[src/rtl/tone_seq_pkg.sv]
// Shared types and default constants for the tone sequencer.
package tone_seq_pkg;

    // Playback controller states
    typedef enum logic [1:0] {
        ST_IDLE  = 2'd0,
        ST_FETCH = 2'd1,
        ST_LOAD  = 2'd2,
        ST_PLAY  = 2'd3
    } seq_state_t;

    localparam int DEF_NUM_VOICES  = 2;
    localparam int DEF_SAMPLE_W    = 32;
    localparam int DEF_ADDR_W      = 10;
    localparam int DEF_PERIOD_W    = 19;
    localparam int DEF_SONG_LEN    = 1000;
    localparam int DEF_BEAT_CYCLES = 2500000;
    localparam int DEF_AMPLITUDE   = 100000000;

endpackage

[src/rtl/tone_voice.sv]
// One square-wave voice: half-period register, clock counter, phase bit
// and the signed contribution it adds to the mix.
module tone_voice
    import tone_seq_pkg::*;
#(
    parameter int PERIOD_W  = DEF_PERIOD_W,
    parameter int SAMPLE_W  = DEF_SAMPLE_W,
    parameter int AMPLITUDE = DEF_AMPLITUDE
) (
    input  logic                       CLOCK_50,
    input  logic                       resetn,
    input  logic                       clear,
    input  logic                       load,
    input  logic                       run,
    input  logic                       enable,
    input  logic [PERIOD_W-1:0]        period_in,
    output logic signed [SAMPLE_W-1:0] contrib
);

    localparam logic signed [SAMPLE_W-1:0] AMP_POS = SAMPLE_W'(AMPLITUDE);
    localparam logic signed [SAMPLE_W-1:0] AMP_NEG = -AMP_POS;

    logic [PERIOD_W-1:0] period_reg;
    logic [PERIOD_W-1:0] count_reg;
    logic                phase_reg;
    logic                is_rest;

    assign is_rest = (period_reg == '0);

    // Period capture on note load; toggle phase every period_reg clocks while playing
    always_ff @(posedge CLOCK_50 or negedge resetn) begin
        if (!resetn) begin
            period_reg <= '0;
            count_reg  <= '0;
            phase_reg  <= 1'b0;
        end else if (clear) begin
            period_reg <= '0;
            count_reg  <= '0;
            phase_reg  <= 1'b0;
        end else if (load) begin
            period_reg <= period_in;
            count_reg  <= '0;
            phase_reg  <= 1'b0;
        end else if (run && !is_rest) begin
            if (count_reg == period_reg - PERIOD_W'(1)) begin
                count_reg <= '0;
                phase_reg <= ~phase_reg;
            end else begin
                count_reg <= count_reg + PERIOD_W'(1);
            end
        end
    end

    // Rests and muted voices add nothing; muting leaves the counter running
    always_comb begin
        contrib = '0;
        if (!is_rest && enable) begin
            contrib = phase_reg ? AMP_POS : AMP_NEG;
        end
    end

endmodule

[src/rtl/tone_sequencer.sv]
// Multi-voice square-wave song player: walks a note ROM one entry per beat,
// mixes the voices with saturation and streams samples to the codec FIFO.
module tone_sequencer
    import tone_seq_pkg::*;
#(
    parameter int NUM_VOICES  = DEF_NUM_VOICES,
    parameter int SAMPLE_W    = DEF_SAMPLE_W,
    parameter int ADDR_W      = DEF_ADDR_W,
    parameter int PERIOD_W    = DEF_PERIOD_W,
    parameter int SONG_LEN    = DEF_SONG_LEN,
    parameter int BEAT_CYCLES = DEF_BEAT_CYCLES,
    parameter int AMPLITUDE   = DEF_AMPLITUDE
) (
    input  logic                           CLOCK_50,
    input  logic                           resetn,
    input  logic                           start,
    input  logic                           stop,
    input  logic                           loop_en,
    input  logic [NUM_VOICES-1:0]          voice_en,
    output logic [ADDR_W-1:0]              rom_addr,
    input  logic [NUM_VOICES*PERIOD_W-1:0] rom_q,
    input  logic                           audio_out_allowed,
    output logic                           write_audio_out,
    output logic [SAMPLE_W-1:0]            left_channel_audio_out,
    output logic [SAMPLE_W-1:0]            right_channel_audio_out,
    output logic                           busy,
    output logic                           song_done
);

    // Wide enough that summing NUM_VOICES full-scale values cannot overflow
    localparam int MIX_W  = SAMPLE_W + $clog2(NUM_VOICES) + 1;
    localparam int BEAT_W = (BEAT_CYCLES > 1) ? $clog2(BEAT_CYCLES) : 1;
    localparam logic signed [MIX_W-1:0] SAT_MAX = MIX_W'({1'b0, {(SAMPLE_W-1){1'b1}}});
    localparam logic signed [MIX_W-1:0] SAT_MIN = ~SAT_MAX;

    seq_state_t                  state_reg;
    logic [ADDR_W-1:0]           rom_addr_reg;
    logic [BEAT_W-1:0]           beat_reg;
    logic                        busy_reg;
    logic                        song_done_reg;
    logic                        write_reg;
    logic [SAMPLE_W-1:0]         sample_reg;

    logic signed [SAMPLE_W-1:0]  contrib_arr [NUM_VOICES];
    logic signed [MIX_W-1:0]     mix_sum;
    logic [SAMPLE_W-1:0]         mix_sat;
    logic                        voice_clear;
    logic                        voice_load;
    logic                        voice_run;
    logic                        beat_end;
    logic                        last_entry;

    // Voices are wiped while idle so a fresh start begins from silence
    assign voice_clear = stop || (state_reg == ST_IDLE);
    assign voice_load  = (state_reg == ST_LOAD);
    assign voice_run   = (state_reg == ST_PLAY);
    assign beat_end    = (beat_reg == BEAT_W'(BEAT_CYCLES - 1));
    assign last_entry  = (rom_addr_reg == ADDR_W'(SONG_LEN - 1));

    generate
        for (genvar gi = 0; gi < NUM_VOICES; gi++) begin : g_voice
            tone_voice #(
                .PERIOD_W  (PERIOD_W),
                .SAMPLE_W  (SAMPLE_W),
                .AMPLITUDE (AMPLITUDE)
            ) u_voice (
                .CLOCK_50  (CLOCK_50),
                .resetn    (resetn),
                .clear     (voice_clear),
                .load      (voice_load),
                .run       (voice_run),
                .enable    (voice_en[gi]),
                .period_in (rom_q[gi*PERIOD_W +: PERIOD_W]),
                .contrib   (contrib_arr[gi])
            );
        end
    endgenerate

    // Sign-extended sum of all voices, clamped to the signed sample range
    always_comb begin
        mix_sum = '0;
        for (int i = 0; i < NUM_VOICES; i++) begin
            mix_sum = mix_sum + MIX_W'(contrib_arr[i]);
        end
        if (mix_sum > SAT_MAX) begin
            mix_sat = SAT_MAX[SAMPLE_W-1:0];
        end else if (mix_sum < SAT_MIN) begin
            mix_sat = SAT_MIN[SAMPLE_W-1:0];
        end else begin
            mix_sat = mix_sum[SAMPLE_W-1:0];
        end
    end

    // Playback FSM with registered address, status and sample outputs
    always_ff @(posedge CLOCK_50 or negedge resetn) begin
        if (!resetn) begin
            state_reg     <= ST_IDLE;
            rom_addr_reg  <= '0;
            beat_reg      <= '0;
            busy_reg      <= 1'b0;
            song_done_reg <= 1'b0;
            write_reg     <= 1'b0;
            sample_reg    <= '0;
        end else begin
            song_done_reg <= 1'b0;
            if (stop) begin
                state_reg    <= ST_IDLE;
                rom_addr_reg <= '0;
                beat_reg     <= '0;
                busy_reg     <= 1'b0;
                write_reg    <= 1'b0;
                sample_reg   <= '0;
            end else begin
                if (busy_reg && audio_out_allowed) begin
                    write_reg  <= 1'b1;
                    sample_reg <= mix_sat;
                end else begin
                    write_reg  <= 1'b0;
                end
                case (state_reg)
                    ST_IDLE: begin
                        if (start) begin
                            rom_addr_reg <= '0;
                            busy_reg     <= 1'b1;
                            state_reg    <= ST_FETCH;
                        end
                    end
                    ST_FETCH: begin
                        state_reg <= ST_LOAD;
                    end
                    ST_LOAD: begin
                        beat_reg  <= '0;
                        state_reg <= ST_PLAY;
                    end
                    ST_PLAY: begin
                        if (beat_end) begin
                            beat_reg <= '0;
                            if (!last_entry) begin
                                rom_addr_reg <= rom_addr_reg + ADDR_W'(1);
                                state_reg    <= ST_FETCH;
                            end else if (loop_en) begin
                                rom_addr_reg <= '0;
                                state_reg    <= ST_FETCH;
                            end else begin
                                rom_addr_reg  <= '0;
                                busy_reg      <= 1'b0;
                                song_done_reg <= 1'b1;
                                write_reg     <= 1'b0;
                                sample_reg    <= '0;
                                state_reg     <= ST_IDLE;
                            end
                        end else begin
                            beat_reg <= beat_reg + BEAT_W'(1);
                        end
                    end
                    default: state_reg <= ST_IDLE;
                endcase
            end
        end
    end

    assign rom_addr                = rom_addr_reg;
    assign busy                    = busy_reg;
    assign song_done               = song_done_reg;
    assign write_audio_out         = write_reg;
    assign left_channel_audio_out  = sample_reg;
    assign right_channel_audio_out = sample_reg;

endmodule

[config.mk]
export PLATFORM = sky130hd
export DESIGN_NAME = tone_sequencer
export DESIGN_NICKNAME = d
export VERILOG_FILES = /design/src/rtl/tone_seq_pkg.sv /design/src/rtl/tone_voice.sv /design/src/rtl/tone_sequencer.sv
export SDC_FILE = /design/constraint.sdc
export NUM_CORES = 1
export LEC_CHECK = 0
export ABC_AREA = 0
export CAP_MARGIN = 20
export CELL_PAD_IN_SITES_DETAIL_PLACEMENT = 1
export CELL_PAD_IN_SITES_GLOBAL_PLACEMENT = 1
export CORE_MARGIN = 2
export CORE_UTILIZATION = 44
export CTS_CLUSTER_DIAMETER = 60
export DETAILED_ROUTE_END_ITERATION = 12
export GPL_TIMING_DRIVEN = 0
export PLACE_DENSITY = 0.84
export SLEW_MARGIN = 40
export SYNTH_ARGS = -nofsm -noshare
export SYNTH_HDL_FRONTEND = slang
export SYNTH_HIERARCHICAL = 1
export SYNTH_SLANG_ARGS = --single-unit
export TNS_END_PERCENT = 5
[constraint.sdc]
create_clock -name CLOCK_50 -period 6.2 [get_ports CLOCK_50]
set_input_delay 0.93 -clock CLOCK_50 [delete_from_list [all_inputs] [get_ports CLOCK_50]]
set_output_delay 0.93 -clock CLOCK_50 [all_outputs]
set_load 0.02 [all_outputs]
==> run summary <==
Worst hold slack -> 0.2802 ns
GR Overflow Total -> 0
Post-synth ARST share -> 100.0%
Reg clk slew, reported paths -> 0.07 ns
Relative slew slack -> 45.45%
Crit path max fanout -> 12
Drt via density -> 5.571
Clock skew -> 0.01189 ns
Top FF cell, synth -> dfrtp_1
Floorplan die height -> 161.2 µm
Vias in the first global route -> 10431
Number of enable flip-flop cells after synthesis -> 0
Crit path from -> g_voice[0].u_voice/period_reg[4]
TritonCTS buffer count -> 17
Worst-Margin Slew -> 0.8108 ns
Worst-Skew Late Latency -> 0.44 ns
Fmax -> 179.6 MHz
Lkg Pwr -> 5.875 nW
Total power -> 4.816 mW
Max Root-Sink Buffers -> 2
Yosys warnings -> 6
Crit path arrival time -> 5.86 ns
Final WL -> 30.49 mm
Core Util, Final -> 54.68%
Remaining DRCs -> 0
Seq/Total Area, Yosys -> 33.84%
1st-iter DRT viols -> 436
Distinct cells, synth -> 79
R2R Setup Slk -> 0.63 ns
Crit path kind -> register to register
Fin crit period -> 5.569 ns
Most frequent cells in the layout -> 147 x dfrtp_1, 143 x nor2_1, 121 x clkdlybuf4s50_1
Vias -> 9743
DP HPWL -> 22.42 mm
Largest net degree at the start of global routing -> 73
Synthesized area -> 10870 µm²
Crit path launch type -> register
Fin crit share -> 89.82%
# setup viols final -> 0
Drt pass-1 iters -> 5
Post-Synthesis Cells -> 1255
First-pass GRT wire length -> 51.76 mm
GRT Resource Usage Total -> 24.16%
Storage cell area -> 3679 µm²
Kind of cell adding the most delay to the critical path -> compound AO/OA/AOI/OAI gates
Final Max Tran Viols -> 0
Layout area overhead -> 22.32%
Initial Util -> 44.70%
Largest stage delay, worst path -> 0.53 ns
TritonCTS clock tree -> done
Final #Nets -> 1503
Maximum vdd drop -> 0.1877 mV
Max stage delay cell, worst path -> or4_4
Post-CTS setup buffer count -> 0
Max_cap viols -> 0
Hold crit path type -> input pin to asynchronous set/reset pin
IO Pins -> 123
Buffers on Ports -> 122
Number of synthesized register bits -> 147
CTS H-tree lvls -> 4
Die width -> 161.2 µm
Inserted Diodes -> 0
Sinks on Clock Net -> 147
Final Hold Fails -> 0
Row count -> 57
Multi-input logic area -> 6196 µm²
CP bufs+invs -> 4
Root buf cell -> clkbuf_16
Crit-path most repeated cell -> o21ai_0
WL/cell -> 17.43 µm
Die area -> 25980 µm²
RSZ-0062 raised after global routing -> false
CP cell instances -> buf_6 > or4_4 > buf_6 > nor4_4 > nand4_1 > and2_1 > nor2b_2 > buf_4 > ha_1 > o21ai_0 > o21ai_0 > o211ai_1 > o21ai_0 > a211oi_1 > a2bb2oi_1 > nand2_1 > buf_2 > o31ai_1 > a21oi_1
PostCTS Resize Cnt -> 0
Hold-fix buffers at CTS -> 0
ANT nets after route -> 0
R2r startpoint -> g_voice[0].u_voice/period_reg[4]
Fill cell count -> 2851
Most common cell after layout, fill and taps aside -> dfrtp_1
Gpl congestion -> 0.8715
Share of layout cells above drive strength 1 -> 13.82%
Synthesized area per cell -> 8.663 µm²
Worst Path Required -> 6.50 ns
Initial antenna violation count -> 0
PwrDens -> 362.2 nW/µm²
CORE AREA -> 24320 µm²
CP endpoint kind -> register
Status -> finished clean
## layer usage
layer	global-route usage, %	vias up	wire, µm
li1	-	4668	-
met1	30.41	4827	13630
met2	42.61	192	15230
met3	2.902	56	859
met4	9.091	0	774
met5	0	-	0
## area by class of cell
type                    count  area share, %
clock buffers              21          3.463
flip-flops and latches    147          27.66
repair buffers            124          9.635
multi-input cells         951          46.59
plain buffers             144          7.348
inverters                  27         0.7621
well taps                 324          3.049
clock inverters            11          1.487
## kinds of logic (layout without fill, tap and decap cells)
family	count (synthesis)	in the layout	share of synthesized area, %
flops	147	147	33.84
mux	43	43	3.971
buf+inv	171	327	9.921
simple gates	467	467	22.19
fa+ha+maj	45	45	5.248
xor+xnor	115	115	9.265
compound gates	265	265	15.50
other cells	2	16	0.06908
## cells in the mapped netlist, types with 17 or more instances
master      n  area share (%)
nand2_1    74             2.6
o21ai_0    89             4.1
xnor2_1    64             5.2
nand2b_1   17            0.98
ha_1       44             5.1
a21oi_1    58             2.7
nand4_1    24             1.4
clkbuf_1   28            0.97
buf_4      93             6.4
xor2_1     51             4.1
nor4_1     17            0.98
nor3_1     57             2.6
nand3_1    34             1.6
and3_1     25             1.4
dfrtp_1   147              34
mux2i_1    42             3.9
nor2_1    143             4.9
inv_1      26            0.90
## through the flow
stage | instance area [µm²] | setup slack [ns] | setup TNS [ns] | instances
floorplan | 10920 | 1.664 | 0 | 1269
global placement | 12550 | -1.917 | -279.84 | 1715
detailed placement | 12620 | 0.6380 | 0 | 1717
CTS | 13280 | 0.6473 | 0 | 1749
global route | 13300 | 0.3623 | 0 | 1749
finish | 13300 | 0.6310 | 0 | 1749
## worst paths after layout
kind | cells after the start | to
setup / recovery | 19 | left_channel_audio_out[30]
hold / removal | 1 | beat_reg[11]
setup reg to reg | 19 | left_channel_audio_out[30]
hold reg to reg | 1 | rom_addr[7]
max in group asynchronous | 2 | left_channel_audio_out[25]
min in group CLOCK_50 | 1 | rom_addr[7]
## power breakdown
part	internal, mW	switching (mW)	leakage, nW	total, mW
registers	1.06	0.100	2.02	1.16
logic	1.07	1.40	3.53	2.47
clock network	0.740	0.442	0.318	1.18
total	2.87	1.94	5.87	4.82
(Power assumes the default switching activity.)
